## config.mk

```make
export PLATFORM = sky130hd
export DESIGN_NAME = jtframe_rom_arb
export DESIGN_NICKNAME = d
export VERILOG_FILES = /design/src/rtl/jtframe_romarb_pkg.sv /design/src/rtl/jtframe_romarb_slot.sv /design/src/rtl/jtframe_rom_arb.sv
export SDC_FILE = /design/constraint.sdc
export NUM_CORES = 1
export LEC_CHECK = 0
export ABC_AREA = 1
export CAP_MARGIN = 20
export CORE_ASPECT_RATIO = 1.25
export CORE_MARGIN = 2
export CORE_UTILIZATION = 25
export CTS_CLUSTER_SIZE = 20
export DETAILED_ROUTE_END_ITERATION = 16
export SYNTH_ARGS = -nofsm -noshare
export SYNTH_HDL_FRONTEND = slang
export SYNTH_SLANG_ARGS = --single-unit
```

## constraint.sdc

```tcl
create_clock -name clk -period 4.7 [get_ports clk]
set_input_delay 0.94 -clock clk [delete_from_list [all_inputs] [get_ports clk]]
set_output_delay 0.94 -clock clk [all_outputs]
set_load 0.02 [all_outputs]
```

## src/rtl/jtframe_romarb_pkg.sv

```systemverilog
// Shared types and sizes for the three-slot SDRAM ROM arbiter.
package jtframe_romarb_pkg;

  localparam int NSLOT    = 3;
  localparam int SDRAM_AW = 22;
  localparam int SDRAM_DW = 16;

  typedef enum logic [1:0] {
    ST_IDLE,
    ST_REQ,
    ST_WAIT,
    ST_READ
  } state_e;

endpackage

```

## src/rtl/jtframe_romarb_slot.sv

```systemverilog
// One ROM slot: single-word cache, hit detect, byte select and miss flag.
// The tag is the full SDRAM word address; it maps one-to-one to the slot address.
module jtframe_romarb_slot
  import jtframe_romarb_pkg::*;
#(
  parameter int                  AW       = 17,
  parameter bit                  BYTE_SEL = 1'b0,
  parameter int                  DW       = 16,
  parameter logic [SDRAM_AW-1:0] OFFSET   = '0
) (
  input  logic                clk,
  input  logic                rst_n,
  input  logic                cs,
  input  logic [AW-1:0]       addr,
  input  logic                downloading,
  input  logic                clr,
  input  logic                fill_we,
  input  logic [SDRAM_AW-1:0] fill_tag,
  input  logic [SDRAM_DW-1:0] fill_data,
  output logic [DW-1:0]       dout,
  output logic                ok,
  output logic                pending,
  output logic [SDRAM_AW-1:0] sdram_addr
);

  localparam int WAW = BYTE_SEL ? AW - 1 : AW;

  logic [WAW-1:0]      waddr;
  logic [SDRAM_AW-1:0] tag_q, tag_d;
  logic [SDRAM_DW-1:0] data_q, data_d;
  logic                valid_q, valid_d;
  logic                hit;

  generate
    if (BYTE_SEL) begin : g_byte
      assign waddr = addr[AW-1:1];
      assign dout  = addr[0] ? data_q[15:8] : data_q[7:0];
    end else begin : g_word
      assign waddr = addr;
      assign dout  = data_q;
    end
  endgenerate

  // Wrap-around modulo 2^22 falls out of the 22-bit sum.
  assign sdram_addr = OFFSET + {{(SDRAM_AW-WAW){1'b0}}, waddr};

  assign hit     = cs && valid_q && (tag_q == sdram_addr);
  assign ok      = hit && !downloading;
  assign pending = cs && !hit;

  always_comb begin
    tag_d   = tag_q;
    data_d  = data_q;
    valid_d = valid_q;
    if (clr) begin
      valid_d = 1'b0;
    end else if (fill_we) begin
      tag_d   = fill_tag;
      data_d  = fill_data;
      valid_d = 1'b1;
    end
  end

  always_ff @(posedge clk or negedge rst_n) begin
    if (!rst_n) begin
      tag_q   <= '0;
      data_q  <= '0;
      valid_q <= 1'b0;
    end else begin
      tag_q   <= tag_d;
      data_q  <= data_d;
      valid_q <= valid_d;
    end
  end

endmodule

```

## src/rtl/jtframe_rom_arb.sv

```systemverilog
// Three-slot SDRAM ROM read arbiter with per-slot one-word caches.
// Define JTFRAME_ROMARB_RR_EN for round-robin arbitration; default is fixed priority.
//
// state   | meaning
// IDLE    | pick a pending slot and latch its SDRAM address
// REQ     | sdram_req high until sdram_ack
// WAIT    | wait for data_dst
// READ    | on data_rdy write the winner's cache unless a download intervened
module jtframe_rom_arb
  import jtframe_romarb_pkg::*;
#(
  parameter int                  SLOT0_AW     = 17,
  parameter int                  SLOT1_AW     = 17,
  parameter int                  SLOT2_AW     = 15,
  parameter logic [SDRAM_AW-1:0] SLOT0_OFFSET = 22'h1_0000,
  parameter logic [SDRAM_AW-1:0] SLOT1_OFFSET = 22'h0,
  parameter logic [SDRAM_AW-1:0] SLOT2_OFFSET = 22'h3_0000
) (
  input  logic                clk,
  input  logic                rst_n,
  input  logic                downloading,
  input  logic                slot0_cs,
  input  logic [SLOT0_AW-1:0] slot0_addr,
  output logic [15:0]         slot0_dout,
  output logic                slot0_ok,
  input  logic                slot1_cs,
  input  logic [SLOT1_AW-1:0] slot1_addr,
  output logic [7:0]          slot1_dout,
  output logic                slot1_ok,
  input  logic                slot2_cs,
  input  logic [SLOT2_AW-1:0] slot2_addr,
  output logic [7:0]          slot2_dout,
  output logic                slot2_ok,
  output logic                sdram_req,
  output logic [SDRAM_AW-1:0] sdram_addr,
  input  logic                sdram_ack,
  input  logic                data_dst,
  input  logic                data_rdy,
  input  logic [SDRAM_DW-1:0] data_read
);

  state_e              state_q, state_d;
  logic [1:0]          win_q, win_d;
  logic [SDRAM_AW-1:0] addr_q, addr_d;
  logic                discard_q, discard_d;
  logic                dl_q;
  logic                clr;
  logic [1:0]          pick;
  logic [NSLOT-1:0]    pending;
  logic [NSLOT-1:0]    fill_we;
  logic [SDRAM_AW-1:0] slot_addr [NSLOT];

  assign clr        = downloading && !dl_q;
  assign sdram_req  = (state_q == ST_REQ);
  assign sdram_addr = addr_q;

  jtframe_romarb_slot #(
    .AW(SLOT0_AW), .BYTE_SEL(1'b0), .DW(16), .OFFSET(SLOT0_OFFSET)
  ) u_slot0 (
    .clk(clk), .rst_n(rst_n), .cs(slot0_cs), .addr(slot0_addr),
    .downloading(downloading), .clr(clr), .fill_we(fill_we[0]),
    .fill_tag(addr_q), .fill_data(data_read), .dout(slot0_dout),
    .ok(slot0_ok), .pending(pending[0]), .sdram_addr(slot_addr[0])
  );

  jtframe_romarb_slot #(
    .AW(SLOT1_AW), .BYTE_SEL(1'b1), .DW(8), .OFFSET(SLOT1_OFFSET)
  ) u_slot1 (
    .clk(clk), .rst_n(rst_n), .cs(slot1_cs), .addr(slot1_addr),
    .downloading(downloading), .clr(clr), .fill_we(fill_we[1]),
    .fill_tag(addr_q), .fill_data(data_read), .dout(slot1_dout),
    .ok(slot1_ok), .pending(pending[1]), .sdram_addr(slot_addr[1])
  );

  jtframe_romarb_slot #(
    .AW(SLOT2_AW), .BYTE_SEL(1'b1), .DW(8), .OFFSET(SLOT2_OFFSET)
  ) u_slot2 (
    .clk(clk), .rst_n(rst_n), .cs(slot2_cs), .addr(slot2_addr),
    .downloading(downloading), .clr(clr), .fill_we(fill_we[2]),
    .fill_tag(addr_q), .fill_data(data_read), .dout(slot2_dout),
    .ok(slot2_ok), .pending(pending[2]), .sdram_addr(slot_addr[2])
  );

`ifdef JTFRAME_ROMARB_RR_EN
  logic [1:0] last_q, last_d;

  // Search starts one past the last granted slot.
  always_comb begin
    logic       found;
    logic [1:0] idx;
    pick  = 2'd0;
    found = 1'b0;
    idx   = 2'd0;
    for (int i = 1; i <= NSLOT; i++) begin
      idx = 2'((int'(last_q) + i) % NSLOT);
      if (!found && pending[idx]) begin
        pick  = idx;
        found = 1'b1;
      end
    end
  end

  always_comb begin
    last_d = last_q;
    if (state_q == ST_IDLE && (|pending) && !downloading) last_d = pick;
  end

  always_ff @(posedge clk or negedge rst_n) begin
    if (!rst_n) last_q <= 2'd0;
    else        last_q <= last_d;
  end
`else
  always_comb begin
    if (pending[0])      pick = 2'd0;
    else if (pending[1]) pick = 2'd1;
    else                 pick = 2'd2;
  end
`endif

  always_comb begin
    state_d   = state_q;
    win_d     = win_q;
    addr_d    = addr_q;
    discard_d = discard_q;
    fill_we   = '0;
    case (state_q)
      ST_IDLE: begin
        if ((|pending) && !downloading) begin
          win_d     = pick;
          addr_d    = slot_addr[pick];
          discard_d = 1'b0;
          state_d   = ST_REQ;
        end
      end
      ST_REQ:  if (sdram_ack) state_d = ST_WAIT;
      ST_WAIT: if (data_dst)  state_d = ST_READ;
      ST_READ: begin
        if (data_rdy) begin
          if (!discard_q && !downloading) fill_we[win_q] = 1'b1;
          state_d = ST_IDLE;
        end
      end
      default: state_d = ST_IDLE;
    endcase
    // A download seen at any point of a transaction voids its data.
    if (state_q != ST_IDLE && downloading) discard_d = 1'b1;
  end

  always_ff @(posedge clk or negedge rst_n) begin
    if (!rst_n) begin
      state_q   <= ST_IDLE;
      win_q     <= 2'd0;
      addr_q    <= '0;
      discard_q <= 1'b0;
      dl_q      <= 1'b0;
    end else begin
      state_q   <= state_d;
      win_q     <= win_d;
      addr_q    <= addr_d;
      discard_q <= discard_d;
      dl_q      <= downloading;
    end
  end

endmodule

```

==> impl_metrics.py, run 1 <==
metrics = {
    "clock_tree": {
        "clkLatencyLatePin_ps": 420,
        "postCtsSetupRepairBufs": 0,
        "cts_sinks": 129,
        "numCtsBuffers": 17,
        "cts_resized": 0,
        "clk_pin_slew_worst_paths_ps": 60,
        "holdBufCountCts": 0,
        "cts_max_level": 4,
        "root_buffer": "clkbuf_16",
        "tritoncts": "built",
        "cts_buffer_depth": 2,
    },
    "route": {
        "drt-total-wl_mm": 18.98,
        "ant_nets": 0,
        "drc": 0,
        "drt_iter0_drc": 241,
        "firstDrtPassIters": 5,
        "viasPerCell": 4.255,
        "vias": 5433,
        "wl_per_cell_microns": 14.86,
    },
    "sta": {
        "fmax_ghz": 0.2584,
        "skew_ps": 8.973,
        "drv_slew": 0,
        "setup-tns-final_ps": 0,
        "fin_crit_ps": 3869,
        "hold_viol": 0,
        "rsz0062_at_grt": "false",
        "finalCritPeriodShare_pct": 82.33,
        "timing.slew.headroom_pct": 66.47,
        "worstMarginPinSlew_ps": 501.1,
        "setup_viol": 0,
    },
    "worst_hold_path": {
        "hold_path.class": "in2async",
    },
    "global_routing": {
        "grt_pass1_vias": 5528,
        "grt_start_max_net_pins": 77,
        "grt_antenna_before_repair": 1,
        "overflow": 0,
        "grt_usage_pct": 14.79,
        "grt_pass1_wl_mm": 30.23,
    },
    "synthesis": {
        "synth-simple-area-share_pct": 24.39,
        "syn_area_sq_um": 6304,
        "yosys.area_share.xor_xnor_pct": 1.806,
        "seq_area_frac_synth_pct": 51.21,
        "syn_avg_cell_area_sq_um": 7.801,
        "synth_mux_area_share_pct": 2.858,
        "synth_warnings": 0,
        "synth_top_family_by_area": "simple AND/OR/NAND/NOR gates",
        "synth_seq_cells": 129,
        "synth_cell_types": 24,
        "synth-compound-area-share_pct": 9.786,
        "synth_cells": 808,
        "synth-adder-area-share_pct": 0.7940,
    },
    "die": {
        "die_area_sq_um": 26510,
        "die_h_microns": 181.5,
        "std_cell_rows": 65,
        "ioPinCount": 132,
        "chipWidth_microns": 146.0,
        "initial_core_util_pct": 25.16,
        "core_area_sq_um": 25050,
    },
    "cells_and_area": {
        "layout_common_cells": "277 x nand2_1, 129 x dfrtp_1, 126 x clkdlybuf4s50_1, 112 x o21ai_0, 98 x inv_1",
        "fin_util_pct": 33.75,
        "final_common_cell": "nand2_1",
        "design_area_sq_um": 8453,
        "layoutNonFillerInstCount": 1277,
        "final_nets": 1008,
        "drive_gt1_share_pct": 7.113,
        "fill_cells": 2696,
        "area_growth_pct": 34.10,
        "antenna_cells": 0,
    },
    "setup_path": {
        "start_kind": "input port",
        "slowest_stage": "clkdlybuf4s50_1",
        "cp_data_arrival_time_ps": 2930,
        "path_cells": "clkdlybuf4s50_1, inv_1, nand2_1, nand2_1, nor2_1, nand2_1, nor2_1, nand3_1, nor2_1, clkdlybuf4s50_1",
        "worst-path-max-fanout": 3,
        "endpoint_kind": "primary output",
        "max_stage_delay_ps": 650,
        "criticalPathCategory": "in2out",
        "worstPathRequired_ps": 3760,
    },
    "power": {
        "power_density_nw_per_um2": 521.3,
        "ir_drop_uv": 367.3,
        "finalPower_mw": 4.407,
        "p_leak_nw": 4.022,
    },
    "place": {
        "dpl.hpwl_mm": 13.43,
        "dp.cells": 1245,
        "io_buffers": 127,
        "gp_congestion": 0.7893,
        "dpl-instance-area_sq_um": 7891,
    },
    "run_status": {
        "status": "finished, final reports clean",
    },
    "flow_run": {
        "max_cap_viol_count": 0,
    },
}
## registers in the layout (all words and copies together) (netlist names)
register / count
u_slot2.tag_q: 18
state_q: 2
u_slot1.valid_q: 1
u_slot2.valid_q: 1
u_slot2.data_q: 16
win_q: 2
dl_q: 1
u_slot1.tag_q: 18
u_slot0.valid_q: 1
u_slot1.data_q: 16
u_slot0.dout: 16
u_slot0.tag_q: 18
sdram_addr: 18
discard_q: 1
## metal layers
layer  up-vias  global-route usage, %  part of all wire, %  wire length [microns]
met3        22                  4.523                  7.1                   1344
met5         -                      0                    0                      0
met2       159                  25.66                   50                   9445
li1       2758                      -                    -                      -
met4         0                  5.049                  1.5                    281
met1      2494                  17.38                   42                   7910
## synth_stat cells
master / count / area (sq um)
conb_1: 1 / 3.750
nor3_1: 3 / 15.01
buf_6: 1 / 11.26
xnor2_1: 7 / 61.31
nand2_1: 278 / 1044
inv_2: 6 / 22.52
inv_1: 98 / 367.9
o21ai_1: 9 / 45.04
clkbuf_1: 18 / 67.56
nor2_1: 40 / 150.1
mux2_2: 16 / 180.2
clkinv_1: 1 / 3.750
o21ai_0: 112 / 560.5
nand3_4: 2 / 35.03
nand4_1: 1 / 6.260
o22ai_1: 1 / 6.260
buf_4: 6 / 45.04
dfrtp_1: 129 / 3228
a21oi_1: 1 / 5.000
xor2_1: 6 / 52.55
nand3_1: 55 / 275.3
ha_1: 4 / 50.05
nand2_2: 2 / 12.51
buf_2: 11 / 55.05
## per-stage QoR
| stage | hold slack [ps] | worst slack (ps) |
|---|---|---|
| 4_1_cts | 487.4 | 753.5 |
| 3_5_place_dp | 472.9 | 758.4 |
| 3_3_place_gp | 460.3 | 740.0 |
| 2_1_floorplan | 447.6 | 2077 |
| 6_report | 388.7 | 830.7 |
| 5_1_grt | 386.4 | 747.6 |
## worst paths after layout
kind	start	endpoint	slack, ps	cells past startpoint
min in group clk	u_slot2.data_q[13]	u_slot2.data_q[13]	480	2
max in group asynchronous	rst_n	u_slot1.data_q[7]	3230	3
max	slot1_addr[12]	slot1_ok	830	10
min	rst_n	u_slot1.data_q[1]	390	1
min reg2reg	u_slot2.data_q[13]	u_slot2.data_q[13]	480	2
max reg2reg	u_slot0.tag_q[1]	sdram_addr[4]	2300	13
## layout make-up
type / count / area, sq um / area share [%]
clock inverter: 9 / 60.06 / 0.7105
inverter: 105 / 394.1 / 4.663
sequential: 129 / 3228 / 38.19
timing repair buffer: 136 / 1356 / 16.04
tap: 335 / 419.2 / 4.959
multi-input combinational: 541 / 2521 / 29.83
clock buffer: 22 / 474.2 / 5.610
## cell families (layout without fill, tap and decap cells)
kind of cell,count (synthesis),after routing
compound gates,123,123
xor+xnor,13,13
fa+ha+maj,4,4
buf+inv,141,272
flops,129,129
mux,16,16
other cells,1,4
simple gates,381,381
## report_power, final
part	leakage (nW)	internal, mW	switching, mW
clock	0.258	0.710	0.496
sequential	1.74	1.47	0.241
combinational	2.02	0.660	0.832
total	4.02	2.84	1.57
## critical path, delay by kind of cell
kind | cells | cell delay [ps]
buffers and inverters | 3 | 1210
AND/OR/NAND/NOR | 7 | 780
(Power assumes the default switching activity.)
==> run 2, diff against run 1 <==
- clock period: 4.7 -> 3.35 ns (I/O delays scaled with it)
==> run 2 against run 1 <==
Compared with the run above:
- worst setup slack worse by 690 ps
- first-iteration DRC count decreased by 7.9%
- clock skew shrank 0.95 ps
- largest power group unchanged
- critical path type unchanged
- sequential share of layout area decreased by 0.47 points
- global-route usage rose by 0.25 points
- via count increased by 1.6%
- cell count increased by 0.78%
- clock power increased by 50%
- power rose by 43%
- clock-buffer cell count is 4 lower
- hold slack worse by 120 ps
- utilization grew 0.42 points
==> impl_metrics.py, run 2 (synthesis gave the netlist of run 1 again) <==
metrics = {
    "global_routing": {
        "grt_start_max_net_pins": 53,
        "overflow": 0,
        "grt_pass1_vias": 5631,
        "grt_pass1_wl_mm": 30.93,
        "grt_antenna_before_repair": 2,
        "grt_usage_pct": 15.04,
    },
    "die": {
        "core_area_sq_um": 25050,
        "initial_core_util_pct": 25.16,
        "chipWidth_microns": 146.0,
        "die_area_sq_um": 26510,
        "ioPinCount": 132,
        "die_h_microns": 181.5,
        "std_cell_rows": 65,
    },
    "run_status": {
        "status": "finished, final reports clean",
    },
    "setup_path": {
        "worst-path-max-fanout": 2,
        "start_kind": "input port",
        "worstPathRequired_ps": 2680,
        "endpoint_kind": "primary output",
        "criticalPathCategory": "in2out",
        "cp_data_arrival_time_ps": 2540,
    },
    "sta": {
        "drv_slew": 0,
        "finalCritPeriodShare_pct": 95.69,
        "fmax_ghz": 0.3120,
        "fin_crit_ps": 3205,
        "hold_viol": 0,
        "setup_viol": 0,
        "finalHoldWorstSlack_ps": 269.8,
        "setup-tns-final_ps": 0,
        "rsz0062_at_grt": "false",
        "worstMarginPinSlew_ps": 635.4,
        "skew_ps": 8.020,
        "timing.slew.headroom_pct": 57.64,
    },
    "power": {
        "power_density_nw_per_um2": 738.4,
        "intPower_mw": 4.087,
        "p_clk_share_pct": 28.7,
        "switching_share_pct": 35.33,
        "p_seq_share_pct": 37.8,
        "p_comb_share_pct": 33.5,
        "p_leak_nw": 4.109,
        "net-switching-power_mw": 2.233,
        "finalPower_mw": 6.320,
        "ir_drop_uv": 378.0,
    },
    "cells_and_area": {
        "layoutNonFillerInstCount": 1287,
        "final_common_cell": "nand2_1",
        "fill_cells": 2686,
        "ff_latch_area_sq_um": 3228,
        "area_growth_pct": 35.79,
        "multi_input_area_sq_um": 2521,
        "antenna_cells": 0,
        "final_nets": 1018,
        "drive_gt1_share_pct": 8.193,
        "layout_common_cells": "277 x nand2_1, 129 x dfrtp_1, 124 x clkdlybuf4s50_1, 112 x o21ai_0, 98 x inv_1",
    },
    "route": {
        "drt-total-wl_mm": 19.34,
        "drc": 0,
        "firstDrtPassIters": 5,
        "met3_length_mm": 1.266,
        "wirelength_met1_mm": 8.232,
        "vias": 5522,
        "drt_iter0_drc": 222,
        "wl_met2_mm": 9.456,
        "top_layer": "met4",
        "wl_per_cell_microns": 15.02,
        "ant_nets": 0,
        "viasPerCell": 4.291,
    },
    "clock_tree": {
        "postCtsSetupRepairBufs": 0,
        "numCtsBuffers": 17,
        "tritoncts": "built",
        "root_buffer": "clkbuf_16",
        "clkLatencyLatePin_ps": 420,
        "cts_buffer_depth": 2,
        "cts_max_level": 4,
        "cts_resized": 0,
        "clk_pin_slew_worst_paths_ps": 60,
        "holdBufCountCts": 0,
        "cts_sinks": 129,
    },
    "place": {
        "dpl.hpwl_mm": 14.10,
        "dp.cells": 1256,
        "gp_congestion": 0.8103,
        "io_buffers": 127,
    },
    "worst_hold_path": {
        "hold_path.class": "in2async",
    },
    "flow_run": {
        "max_cap_viol_count": 0,
    },
}
-- run 2: cell types whose count changed in the layout (fill, tap and decap cells not counted) --
| cell | delta |
|---|---|
| buf_12 | +1 |
| buf_4 | +10 |
| inv_6 | +2 |
| buf_16 | -1 |
| clkinv_2 | -1 |
| clkdlybuf4s50_1 | -2 |
| clkinv_4 | -1 |
| dlymetal6s2s_1 | +2 |
| clkbuf_8 | -3 |
| bufinv_16 | +2 |
| clkinvlp_4 | +2 |
| clkbuf_1 | -1 |
-- run 2: per-stage QoR --
step | instance area (sq um) | setup slack (ps) | util (%)
after CTS | 8554 | 22.76 | 34.15
final | 8559 | 144.5 | 34.17
after global routing | 8559 | 12.06 | 34.17
after global placement | 7986 | 47.59 | 31.88
after floorplan | 6315 | 1267 | -
after detailed placement | 7986 | 38.75 | 31.88
-- run 2: metal layers --
metal | vias up | GRT usage (%)
met5 | - | 0
met4 | 0 | 5.437
met3 | 24 | 4.296
met2 | 167 | 25.55
met1 | 2554 | 18.19
li1 | 2777 | -
-- run 2: worst paths after layout --
check / start / end / slack (ps) / cells past startpoint
setup / recovery: slot2_addr[12] / slot2_ok / 140 / 10
hold / removal: rst_n / u_slot0.dout[1] / 270 / 1
setup reg to reg: u_slot0.tag_q[8] / sdram_addr[14] / 1290 / 12
min in group clk: u_slot1.data_q[12] / u_slot1.data_q[12] / 480 / 2
max in group asynchronous: rst_n / u_slot2.tag_q[2] / 2280 / 2
hold reg to reg: u_slot1.data_q[12] / u_slot1.data_q[12] / 480 / 2
-- run 2: cell type report --
| type | instances | share of cell area [%] |
|---|---|---|
| clock buffer | 18 | 5.014 |
| clock inverter | 13 | 1.623 |
| inverter | 105 | 4.605 |
| multi-input combinational | 541 | 29.45 |
| tap | 335 | 4.897 |
| sequential | 129 | 37.71 |
| timing repair buffer | 146 | 16.69 |
-- run 2: critical path: stages --
cell	delay, ps
clkdlybuf4s50_1	530
inv_1	70
nand2_1	50
o21ai_0	70
nor2_1	100
nand3_1	110
nor2_1	100
nand2_1	70
nor2_1	130
clkdlybuf4s50_1	630
-- run 2: power groups by stage --
stage / Combinational, mW / Sequential, mW / Clock, mW
floorplan: 0.962 / 2.57 / 0
global placement: 2.14 / 2.39 / 0
detailed placement: 2.15 / 2.41 / 0
CTS: 2.17 / 2.39 / 1.85
global route: 2.37 / 2.46 / 1.93
finish: 2.12 / 2.39 / 1.81
